<file path="src/rtl/column_bar_plotter_if.sv">
// Bundles the plotter's control handshake, buffer read port and VGA pixel port.
// master: plotter side; slave: sequencer, y buffer and VGA adapter side.
interface column_bar_plotter_if;
  logic       start;
  logic       rd_en;
  logic [7:0] rd_addr;
  logic [7:0] rd_data;
  logic [7:0] vga_x;
  logic [6:0] vga_y;
  logic [2:0] vga_colour;
  logic       vga_plot;
  logic       busy;
  logic       done;

  modport master (
    input  start,
    input  rd_data,
    output rd_en,
    output rd_addr,
    output vga_x,
    output vga_y,
    output vga_colour,
    output vga_plot,
    output busy,
    output done
  );

  modport slave (
    output start,
    output rd_data,
    input  rd_en,
    input  rd_addr,
    input  vga_x,
    input  vga_y,
    input  vga_colour,
    input  vga_plot,
    input  busy,
    input  done
  );
endinterface

</file>
<file path="src/rtl/column_bar_plotter.sv">
// Sweeps columns 0..WIDTH-1, reads each column's y and plots a BAR_H-pixel segment at it.
// Optional macro PLOTTER_CLEAR_EN blanks each column in BG_COLOUR before its segment.
module column_bar_plotter #(
  parameter int unsigned WIDTH     = 160,
  parameter int unsigned HEIGHT    = 120,
  parameter int unsigned BAR_H     = 4,
  parameter logic [2:0]  FG_COLOUR = 3'b010,
  parameter logic [2:0]  BG_COLOUR = 3'b000
) (
  input  logic                 clk,
  input  logic                 resetn,
  column_bar_plotter_if.master bus
);

  localparam logic [6:0] YMax    = 7'(HEIGHT - BAR_H);
  localparam logic [7:0] XLast   = 8'(WIDTH - 1);
  localparam logic [6:0] BarLast = 7'(BAR_H - 1);
`ifdef PLOTTER_CLEAR_EN
  localparam logic [6:0] RowLast = 7'(HEIGHT - 1);
`endif

  typedef enum logic [2:0] {
    StIdle,
    StFetch,
    StWait,
`ifdef PLOTTER_CLEAR_EN
    StClear,
`endif
    StDraw,
    StDone
  } state_e;

  state_e     r_state, w_state_next;
  logic [7:0] r_x, w_x_next;
  logic [6:0] r_row, w_row_next;
  logic [6:0] r_ybase, w_ybase_next;

  logic       r_rd_en, w_rd_en_next;
  logic [7:0] r_rd_addr, w_rd_addr_next;
  logic [7:0] r_vga_x, w_vga_x_next;
  logic [6:0] r_vga_y, w_vga_y_next;
  logic [2:0] r_vga_colour, w_vga_colour_next;
  logic       r_vga_plot, w_vga_plot_next;
  logic       r_busy, w_busy_next;
  logic       r_done, w_done_next;

  always_ff @(posedge clk or negedge resetn) begin
    if (!resetn) begin
      r_state      <= StIdle;
      r_x          <= '0;
      r_row        <= '0;
      r_ybase      <= '0;
      r_rd_en      <= 1'b0;
      r_rd_addr    <= '0;
      r_vga_x      <= '0;
      r_vga_y      <= '0;
      r_vga_colour <= '0;
      r_vga_plot   <= 1'b0;
      r_busy       <= 1'b0;
      r_done       <= 1'b0;
    end else begin
      r_state      <= w_state_next;
      r_x          <= w_x_next;
      r_row        <= w_row_next;
      r_ybase      <= w_ybase_next;
      r_rd_en      <= w_rd_en_next;
      r_rd_addr    <= w_rd_addr_next;
      r_vga_x      <= w_vga_x_next;
      r_vga_y      <= w_vga_y_next;
      r_vga_colour <= w_vga_colour_next;
      r_vga_plot   <= w_vga_plot_next;
      r_busy       <= w_busy_next;
      r_done       <= w_done_next;
    end
  end

  // Next state and counters.
  always_comb begin
    w_state_next = r_state;
    w_x_next     = r_x;
    w_row_next   = r_row;
    w_ybase_next = r_ybase;
    unique case (r_state)
      StIdle: begin
        if (bus.start) begin
          w_x_next     = '0;
          w_state_next = StFetch;
        end
      end
      StFetch: begin
        w_state_next = StWait;
      end
      StWait: begin
        // Clamp keeps the whole segment on screen, including rd_data[7] set.
        w_ybase_next = (bus.rd_data > {1'b0, YMax}) ? YMax : bus.rd_data[6:0];
        w_row_next   = '0;
`ifdef PLOTTER_CLEAR_EN
        w_state_next = StClear;
`else
        w_state_next = StDraw;
`endif
      end
`ifdef PLOTTER_CLEAR_EN
      StClear: begin
        if (r_row == RowLast) begin
          w_row_next   = '0;
          w_state_next = StDraw;
        end else begin
          w_row_next = r_row + 7'd1;
        end
      end
`endif
      StDraw: begin
        if (r_row == BarLast) begin
          if (r_x == XLast) begin
            w_state_next = StDone;
          end else begin
            w_x_next     = r_x + 8'd1;
            w_state_next = StFetch;
          end
        end else begin
          w_row_next = r_row + 7'd1;
        end
      end
      StDone: begin
        w_state_next = StIdle;
      end
      default: begin
        w_state_next = StIdle;
      end
    endcase
  end

  // Registered outputs are derived from the next state so they line up with it.
  always_comb begin
    w_rd_en_next      = (w_state_next == StFetch);
    w_rd_addr_next    = r_rd_addr;
    w_vga_plot_next   = 1'b0;
    w_vga_x_next      = r_vga_x;
    w_vga_y_next      = r_vga_y;
    w_vga_colour_next = BG_COLOUR;
    w_busy_next       = (w_state_next != StIdle);
    w_done_next       = (w_state_next == StDone);

    if (w_state_next == StFetch) begin
      w_rd_addr_next = w_x_next;
    end
    if (w_state_next == StDraw) begin
      w_vga_plot_next   = 1'b1;
      w_vga_x_next      = w_x_next;
      w_vga_y_next      = w_ybase_next + w_row_next;
      w_vga_colour_next = FG_COLOUR;
    end
`ifdef PLOTTER_CLEAR_EN
    if (w_state_next == StClear) begin
      w_vga_plot_next = 1'b1;
      w_vga_x_next    = w_x_next;
      w_vga_y_next    = w_row_next;
    end
`endif
  end

  assign bus.rd_en      = r_rd_en;
  assign bus.rd_addr    = r_rd_addr;
  assign bus.vga_x      = r_vga_x;
  assign bus.vga_y      = r_vga_y;
  assign bus.vga_colour = r_vga_colour;
  assign bus.vga_plot   = r_vga_plot;
  assign bus.busy       = r_busy;
  assign bus.done       = r_done;

endmodule
</file>
<file path="src/flat_wrapper.sv">
// flat-port wrapper written by rule: the top's interface ports become plain ports
module column_bar_plotter_flat 
#(
  parameter int unsigned WIDTH     = 160,
  parameter int unsigned HEIGHT    = 120,
  parameter int unsigned BAR_H     = 4,
  parameter logic [2:0]  FG_COLOUR = 3'b010,
  parameter logic [2:0]  BG_COLOUR = 3'b000
)
  (clk, resetn, bus_start, bus_rd_data, bus_rd_en, bus_rd_addr, bus_vga_x, bus_vga_y, bus_vga_colour, bus_vga_plot, bus_busy, bus_done);
  column_bar_plotter_if bus_i ();
  input  logic clk;
  input  logic resetn;
  input wire logic [$bits(bus_i.start)-1:0] bus_start;
  input wire logic [$bits(bus_i.rd_data)-1:0] bus_rd_data;
  output wire logic [$bits(bus_i.rd_en)-1:0] bus_rd_en;
  output wire logic [$bits(bus_i.rd_addr)-1:0] bus_rd_addr;
  output wire logic [$bits(bus_i.vga_x)-1:0] bus_vga_x;
  output wire logic [$bits(bus_i.vga_y)-1:0] bus_vga_y;
  output wire logic [$bits(bus_i.vga_colour)-1:0] bus_vga_colour;
  output wire logic [$bits(bus_i.vga_plot)-1:0] bus_vga_plot;
  output wire logic [$bits(bus_i.busy)-1:0] bus_busy;
  output wire logic [$bits(bus_i.done)-1:0] bus_done;
  assign bus_i.start = bus_start;
  assign bus_i.rd_data = bus_rd_data;
  assign bus_rd_en = bus_i.rd_en;
  assign bus_rd_addr = bus_i.rd_addr;
  assign bus_vga_x = bus_i.vga_x;
  assign bus_vga_y = bus_i.vga_y;
  assign bus_vga_colour = bus_i.vga_colour;
  assign bus_vga_plot = bus_i.vga_plot;
  assign bus_busy = bus_i.busy;
  assign bus_done = bus_i.done;
  column_bar_plotter #(.WIDTH(WIDTH), .HEIGHT(HEIGHT), .BAR_H(BAR_H), .FG_COLOUR(FG_COLOUR), .BG_COLOUR(BG_COLOUR)) u_core (.clk(clk), .resetn(resetn), .bus(bus_i));
endmodule
</file>
<file path="config.mk">
export PLATFORM = sky130hd
export DESIGN_NAME = column_bar_plotter_flat
export DESIGN_NICKNAME = d
export VERILOG_FILES = /design/src/rtl/column_bar_plotter_if.sv /design/src/rtl/column_bar_plotter.sv /design/src/flat_wrapper.sv
export SDC_FILE = /design/constraint.sdc
export NUM_CORES = 1
export LEC_CHECK = 0
export CAP_MARGIN = 20
export CORE_ASPECT_RATIO = 1.75
export CORE_MARGIN = 3
export CORE_UTILIZATION = 50
export DETAILED_ROUTE_END_ITERATION = 10
export PLACE_DENSITY = 0.71
export SETUP_SLACK_MARGIN = 0.4
export SLEW_MARGIN = 20
export SYNTH_ARGS = -nofsm -noshare
export SYNTH_HDL_FRONTEND = slang
export SYNTH_SLANG_ARGS = --single-unit
</file>
<file path="constraint.sdc">
create_clock -name clk -period 3.53 [get_ports clk]
set_input_delay 0.5295 -clock clk [delete_from_list [all_inputs] [get_ports clk]]
set_output_delay 0.5295 -clock clk [all_outputs]
set_load 0.005 [all_outputs]
</file>
==> results.md, run 1 <==
* Final nets at 312
* CP Launch Type: flip-flop
* Fin crit period at 2.94 ns
* Commonest non-fill, non-tap cell in the layout: dfrtp_1
* Max Slew Vio Count at 0
* Max FO, Critical Path at 6
* YS warnings at 0
* Commonest cells after routing, fill and taps aside: 51 x dfrtp_1, 37 x clkdlybuf4s50_1, 33 x nand2_1
* Vias in the first global route at 1,950
* Initial DRC count at 59
* TritonCTS Sinks at 52
* Synthesized area at 2670 sq um
* First-pass GRT wire length at 9160 microns
* Relative slew slack at 46.1%
* Area post-placement at 3010 sq um
* Footprint of the multi-input gates at 1220 sq um
* Placed instance count at 336
* Vias post-DR at 2,016
* Largest net degree at the start of global routing at 39
* Ys flop type: dfrtp_1
* Post-detail-place hpwl at 4390 microns
* Row count at 34
* Hold crit path type: primary input to asynchronous set/reset pin
* Layout cells sized above 1 at 13.7%
* PwrDens at 345 nW/um^2
* Crit path DAT at 3.16 ns
* Detailed Route WL at 5600 microns
* Final setup TNS at 0 ns
* Synthesized area per cell at 10.6 sq um
* GPL Wtd Cong at 0.822
* # H-tree levels at 2
* Synthesis-stage register bit count at 52
* Design Power at 1.09 mW
* Final setup vio count at 0
* Total gr overflow at 0
* Gate Count Post-Synth at 252
* Die H at 103 microns
* Worst-Skew Late Latency at 0.30 ns
* Total CTS buffers at 5
* Final ANT Viol Nets at 0
* Worst Max-Slew Pin Slew at 0.808 ns
* Yosys cell types at 58
* Internal reg-to-reg setup slack at 0.59 ns
* Post-route DRC at 0
* Type of element capturing the critical path: flip-flop
* Status: finished clean
* Io pins at 41
* Max Buffers Root-to-Sink at 2
* WL/cell at 16.1 microns
* Achievable frequency at 341 MHz
* Ant diodes at 0
* Register area share after synthesis at 48.7%
* Max-Cap Viols at 0
* CP Class: flip-flop to flip-flop
* Clock tree from TritonCTS: yes
* Initial antenna violation count at 0
* Final non-filler cell total at 347
* Port bufs at 38
* Final hold violation count at 0
* Area delta synth->final at 18.4%
* Util after Layout at 62.5%
* Core Footprint at 5060 sq um
* Hold_buf cts at 0
* Die W at 61.3 microns
* RSZ-0062 raised after global routing: no
* VDD IR max at 0.000332 V
* # fillers at 434
* CTS root buf: clkbuf_8
* Die Footprint at 6290 sq um
* Drt pass-1 iters at 4
* Setup Skew at 0.00935 ns
* CTS clock-pin slew for the worst setup and hold paths at 0.10 ns
* Routed vias/inst at 5.81
* Starting Density at 52.8%
* Leakage at 1.37 nW
* Register area at 1300 sq um
* Ys async rst share at 100%
* Critical Path RT at 3.76 ns
* Period utilization at 83.2%
* Post-synth EDFFs at 0
* Gr usage total at 19.6%
* Cell area after layout at 3160 sq um
[layer usage]
metal  vias to the layer above  routed length, microns  track usage [%]  part of all wire, %
li1                        978                       -                -                    -
met1                       985                    2170             22.5                   39
met2                        47                    3170             35.2                   57
met3                         6                     190             3.88                  3.4
met4                         0                      65             6.01                  1.2
met5                         -                       0                0                    0
[kinds of logic after synthesis]
logic type	Yosys count	share of synthesized area (%)
adder cells (fa/ha/maj)	9	4.50
buffers and inverters	22	6.60
AO/OA/AOI/OAI	60	14.2
AND/OR/NAND/NOR	89	17.6
XOR/XNOR	5	2.20
other	1	0.140
flip-flops	52	48.7
multiplexers	14	6.04
[stage by stage]
| step | hold slack [ns] | worst slack (ns) |
|---|---|---|
| 6_report | 0.307 | 0.594 |
| 5_1_grt | 0.369 | 0.424 |
| 4_1_cts | 0.332 | 0.472 |
| 3_5_place_dp | 0.472 | 0.207 |
| 3_3_place_gp | 0.467 | 0.426 |
| 2_1_floorplan | 0.234 | 0.687 |
[worst max-delay path, stage by stage, from the launching register on]
cell and delay (ns):
dfrtp_2 0.45, or4_4 0.60, o211ai_1 0.27, o21ai_0 0.13
a32o_1 0.24, ha_1 0.33, o21a_1 0.19, o31a_1 0.11
o22ai_1 0.14, xor3_1 0.22, o21ai_0 0.17
[Yosys cell counts, drive strengths merged, types with 2 or more instances]
master | n | area (sq um)
o22ai | 3 | 18.8
nor3b | 3 | 22.5
xor2 | 3 | 26.3
clkbuf | 4 | 16.3
and4 | 2 | 18.8
bufbuf | 2 | 65.1
nor2b | 3 | 18.8
nor4 | 2 | 18.8
nand2b | 5 | 31.3
nor3 | 6 | 46.3
nand4 | 2 | 12.5
nand2 | 33 | 124
a31oi | 2 | 12.5
a22oi | 2 | 15.0
or3 | 3 | 23.8
buf | 7 | 61.3
a22o | 6 | 52.6
nand3 | 7 | 35.0
mux2i | 3 | 30.0
and3 | 2 | 12.5
ha | 8 | 100
nand4b | 2 | 17.5
a21oi | 13 | 65.1
mux2 | 11 | 131
inv | 9 | 33.8
a21o | 4 | 30.0
o21ai | 20 | 100
nor2 | 14 | 52.6
dfrtp | 52 | 1300
[what timing repair did]
action | CTS | global route
resized for setup | 1 | 5
pin swaps | 0 | 2
setup buffers | 0 | 3
hold endpoints to repair | 0 | 0
setup endpoints to repair | 1 | 1
[final timing paths]
check | cells after the start | start | end
setup / recovery | 10 | u_core.r_row[3] | u_core.bus.vga_y[6]
hold / removal | 1 | resetn | u_core.r_row[5]
setup reg to reg | 10 | u_core.r_row[3] | u_core.bus.vga_y[6]
hold reg to reg | 2 | u_core.bus.vga_y[5] | u_core.bus.vga_y[5]
max in group asynchronous | 2 | resetn | u_core.bus.vga_x[1]
min in group clk | 2 | u_core.bus.vga_y[5] | u_core.bus.vga_y[5]
[area by class of cell]
class                           count  area share [%]
Sequential cell                    52            41.2
Clock buffer                        5            2.18
Timing Repair Buffer               45            13.5
Clock inverter                      3            1.46
Tap cell                           54            2.14
Multi-Input combinational cell    179            38.4
Inverter                            9            1.07
[power by group]
part,internal [mW],leakage (nW),switching (mW)
logic,0.0331,0.733,0.0305
registers,0.607,0.574,0.00650
clock network,0.215,0.0600,0.198
total,0.855,1.37,0.235
[registers in the layout, indices dropped and copies added, names as in the netlist, 3 cells and up]
signal and count:
u_core.bus.rd_addr 8, u_core.r_ybase 7, u_core.r_state 3, u_core.r_row 7, u_core.bus.vga_y 7, u_core.bus.vga_x 8
u_core.r_x 8
(Power assumes the default switching activity.)
==> inputs of run 2 (changes only) <==
--- a/config.mk
+++ b/config.mk
@@ -8,7 +8,7 @@
 export CAP_MARGIN = 20
 export CORE_ASPECT_RATIO = 1.75
 export CORE_MARGIN = 3
-export CORE_UTILIZATION = 50
+export CORE_UTILIZATION = 48
 export DETAILED_ROUTE_END_ITERATION = 10
 export PLACE_DENSITY = 0.71
 export SETUP_SLACK_MARGIN = 0.4
==> constraint.sdc (replaced) <==
create_clock -name clk -period 2.7 [get_ports clk]
set_input_delay 0.405 -clock clk [delete_from_list [all_inputs] [get_ports clk]]
set_output_delay 0.405 -clock clk [all_outputs]
set_load 0.005 [all_outputs]
==> run 2 against run 1 <==
The run now ends with setup timing left. Sequential power grew 31%. Clock-buffer cell count grew 1. Critical path depth is the same. Clock power grew 11%. Die area grew 3.8%. Routed wire length grew 15%. Cell count grew 17%. Utilization grew 5.3 points. Critical path type unchanged. Largest cell class is now multi-input gates.
==> results.md, run 2 (synthesis results as in run 1) <==
* Status: finished, violations left
* Failing checks: setup timing
* Starting Density at 50.0%
* Crit path cell chain: or4_4 > o211ai_1 > buf_4 > o21ai_1 > ha_1 > o21a_1 > o31a_1 > o22ai_1 > xor3_1 > o21ai_1
* Placement Setup Slack at -0.296 ns
* Area delta synth->final at 35.6%
* CP Class: flip-flop to flip-flop
* Total gr overflow at 0
* Die H at 105 microns
* CTS clock-pin slew for the worst setup and hold paths at 0.09 ns
* Fin crit period at 2.76 ns
* Worst Max-Slew Pin Slew at 0.682 ns
* Port bufs at 38
* # fillers at 428
* Initial DRC count at 119
* PwrDens at 375 nW/um^2
* Cell family with most CP delay: compound AO/OA/AOI/OAI gates
* Routed vias/inst at 5.46
* Hold Slack at 0.129 ns
* Max-Cap Viols at 0
* Clock tree from TritonCTS: yes
* Die W at 62.4 microns
* Crit path buf inv count at 1
* Vias post-DR at 2,216
* Setup Skew at 0.00843 ns
* Hold_buf cts at 0
* Post-detail-place hpwl at 4750 microns
* Design Power at 1.36 mW
* Most common cell on crit path: o21ai_1
* Slowest-stage cell, CP: or4_4
* Max FO, Critical Path at 4
* Critical Path RT at 2.94 ns
* Relative slew slack at 54.5%
* Final hold violation count at 0
* Footprint of the multi-input gates at 1350 sq um
* Worst-Skew Late Latency at 0.31 ns
* Placed instance count at 386
* CP Launch Type: flip-flop
* Max Buffers Root-to-Sink at 2
* Post-route DRC at 0
* Commonest non-fill, non-tap cell in the layout: dfrtp_1
* Achievable frequency at 362 MHz
* VDD IR max at 0.000372 V
* Io pins at 41
* Period utilization at 102%
* CTS root buf: clkbuf_8
* Final setup TNS at -0.0591 ns
* Setup ws final at -0.0591 ns
* Die Footprint at 6530 sq um
* Row count at 35
* Register area at 1300 sq um
* GPL Wtd Cong at 0.877
* Hold crit path type: primary input to asynchronous set/reset pin
* Drt pass-1 iters at 4
* RSZ-0062 raised after global routing: yes
* Type of element capturing the critical path: flip-flop
* Final nets at 352
* Initial antenna violation count at 0
* Total CTS buffers at 5
* Commonest cells after routing, fill and taps aside: 52 x dfrtp_1, 41 x buf_4, 37 x clkdlybuf4s50_1
* TritonCTS Sinks at 52
* Detailed Route WL at 6430 microns
* # H-tree levels at 2
* Layout cells sized above 1 at 30.1%
* Worst path max stage delay at 0.57 ns
* Crit path DAT at 3.00 ns
* Leakage at 1.58 nW
* Final non-filler cell total at 406
* Largest net degree at the start of global routing at 30
* Vias in the first global route at 2,239
* Gr usage total at 19.8%
* First-pass GRT wire length at 10,400 microns
* Final ANT Viol Nets at 0
* WL/cell at 15.8 microns
* Max Slew Vio Count at 0
* Ant diodes at 0
* Final setup vio count at 1
* Core Footprint at 5340 sq um
-- run 2: stage by stage --
stage	utilization, %	area (sq um)
global route	67.8	3620
detailed placement	61.7	3290
CTS	65.3	3490
global placement	61.7	3290
finish	67.8	3620
floorplan	-	2720
-- run 2: final timing paths --
check / start / endpoint / slack (ns) / cells after the start
hold / removal: resetn / u_core.bus.vga_x[4] / 0.13 / 1
min in group clk: u_core.bus.vga_x[1] / u_core.bus.vga_x[1] / 0.49 / 2
setup reg to reg: u_core.r_row[3] / u_core.bus.vga_y[6] / -0.06 / 10
hold reg to reg: u_core.bus.vga_x[1] / u_core.bus.vga_x[1] / 0.49 / 2
setup / recovery: u_core.r_row[3] / u_core.bus.vga_y[6] / -0.06 / 10
max in group asynchronous: resetn / u_core.r_state[2] / 1.90 / 2
-- run 2: where the power goes --
| part | internal [mW] | switching, mW | total [mW] | leakage (nW) |
|---|---|---|---|---|
| clock network | 0.205 | 0.253 | 0.458 | 0.0473 |
| logic | 0.0566 | 0.0443 | 0.101 | 0.962 |
| registers | 0.793 | 0.00815 | 0.801 | 0.575 |
| total | 1.05 | 0.306 | 1.36 | 1.58 |
-- run 2: worst register-to-register path, stage by stage, from the launching register on --
cell and delay (ns):
dfrtp_1 0.42, or4_4 0.57, o211ai_1 0.31, buf_4 0.17
o21ai_1 0.10, ha_1 0.36, o21a_1 0.14, o31a_1 0.12
o22ai_1 0.15, xor3_1 0.24, o21ai_1 0.12
-- run 2: per-layer routing --
metal	global-route usage [%]	part of all wire, %	vias to the layer above
met5	0	0	-
met4	6.79	2.6	0
met3	3.87	3.2	20
met2	37.3	56	56
met1	21.9	38	1092
li1	-	-	1048
-- run 2: repair_timing --
item,in CTS,in global routing
endpoints found under the hold margin,0,0
pin swaps,14,11
gates resized for setup,16,22
setup endpoints to repair,12,20
setup buffers,8,5
-- run 2: final cells by class --
cell class,count,area share (%)
well taps,74,2.56
multi-input cells,179,37.4
repair buffers,85,20.7
flip-flops and latches,52,35.9
inverters,9,0.932
clock inverters,1,0.242
clock buffers,6,2.28
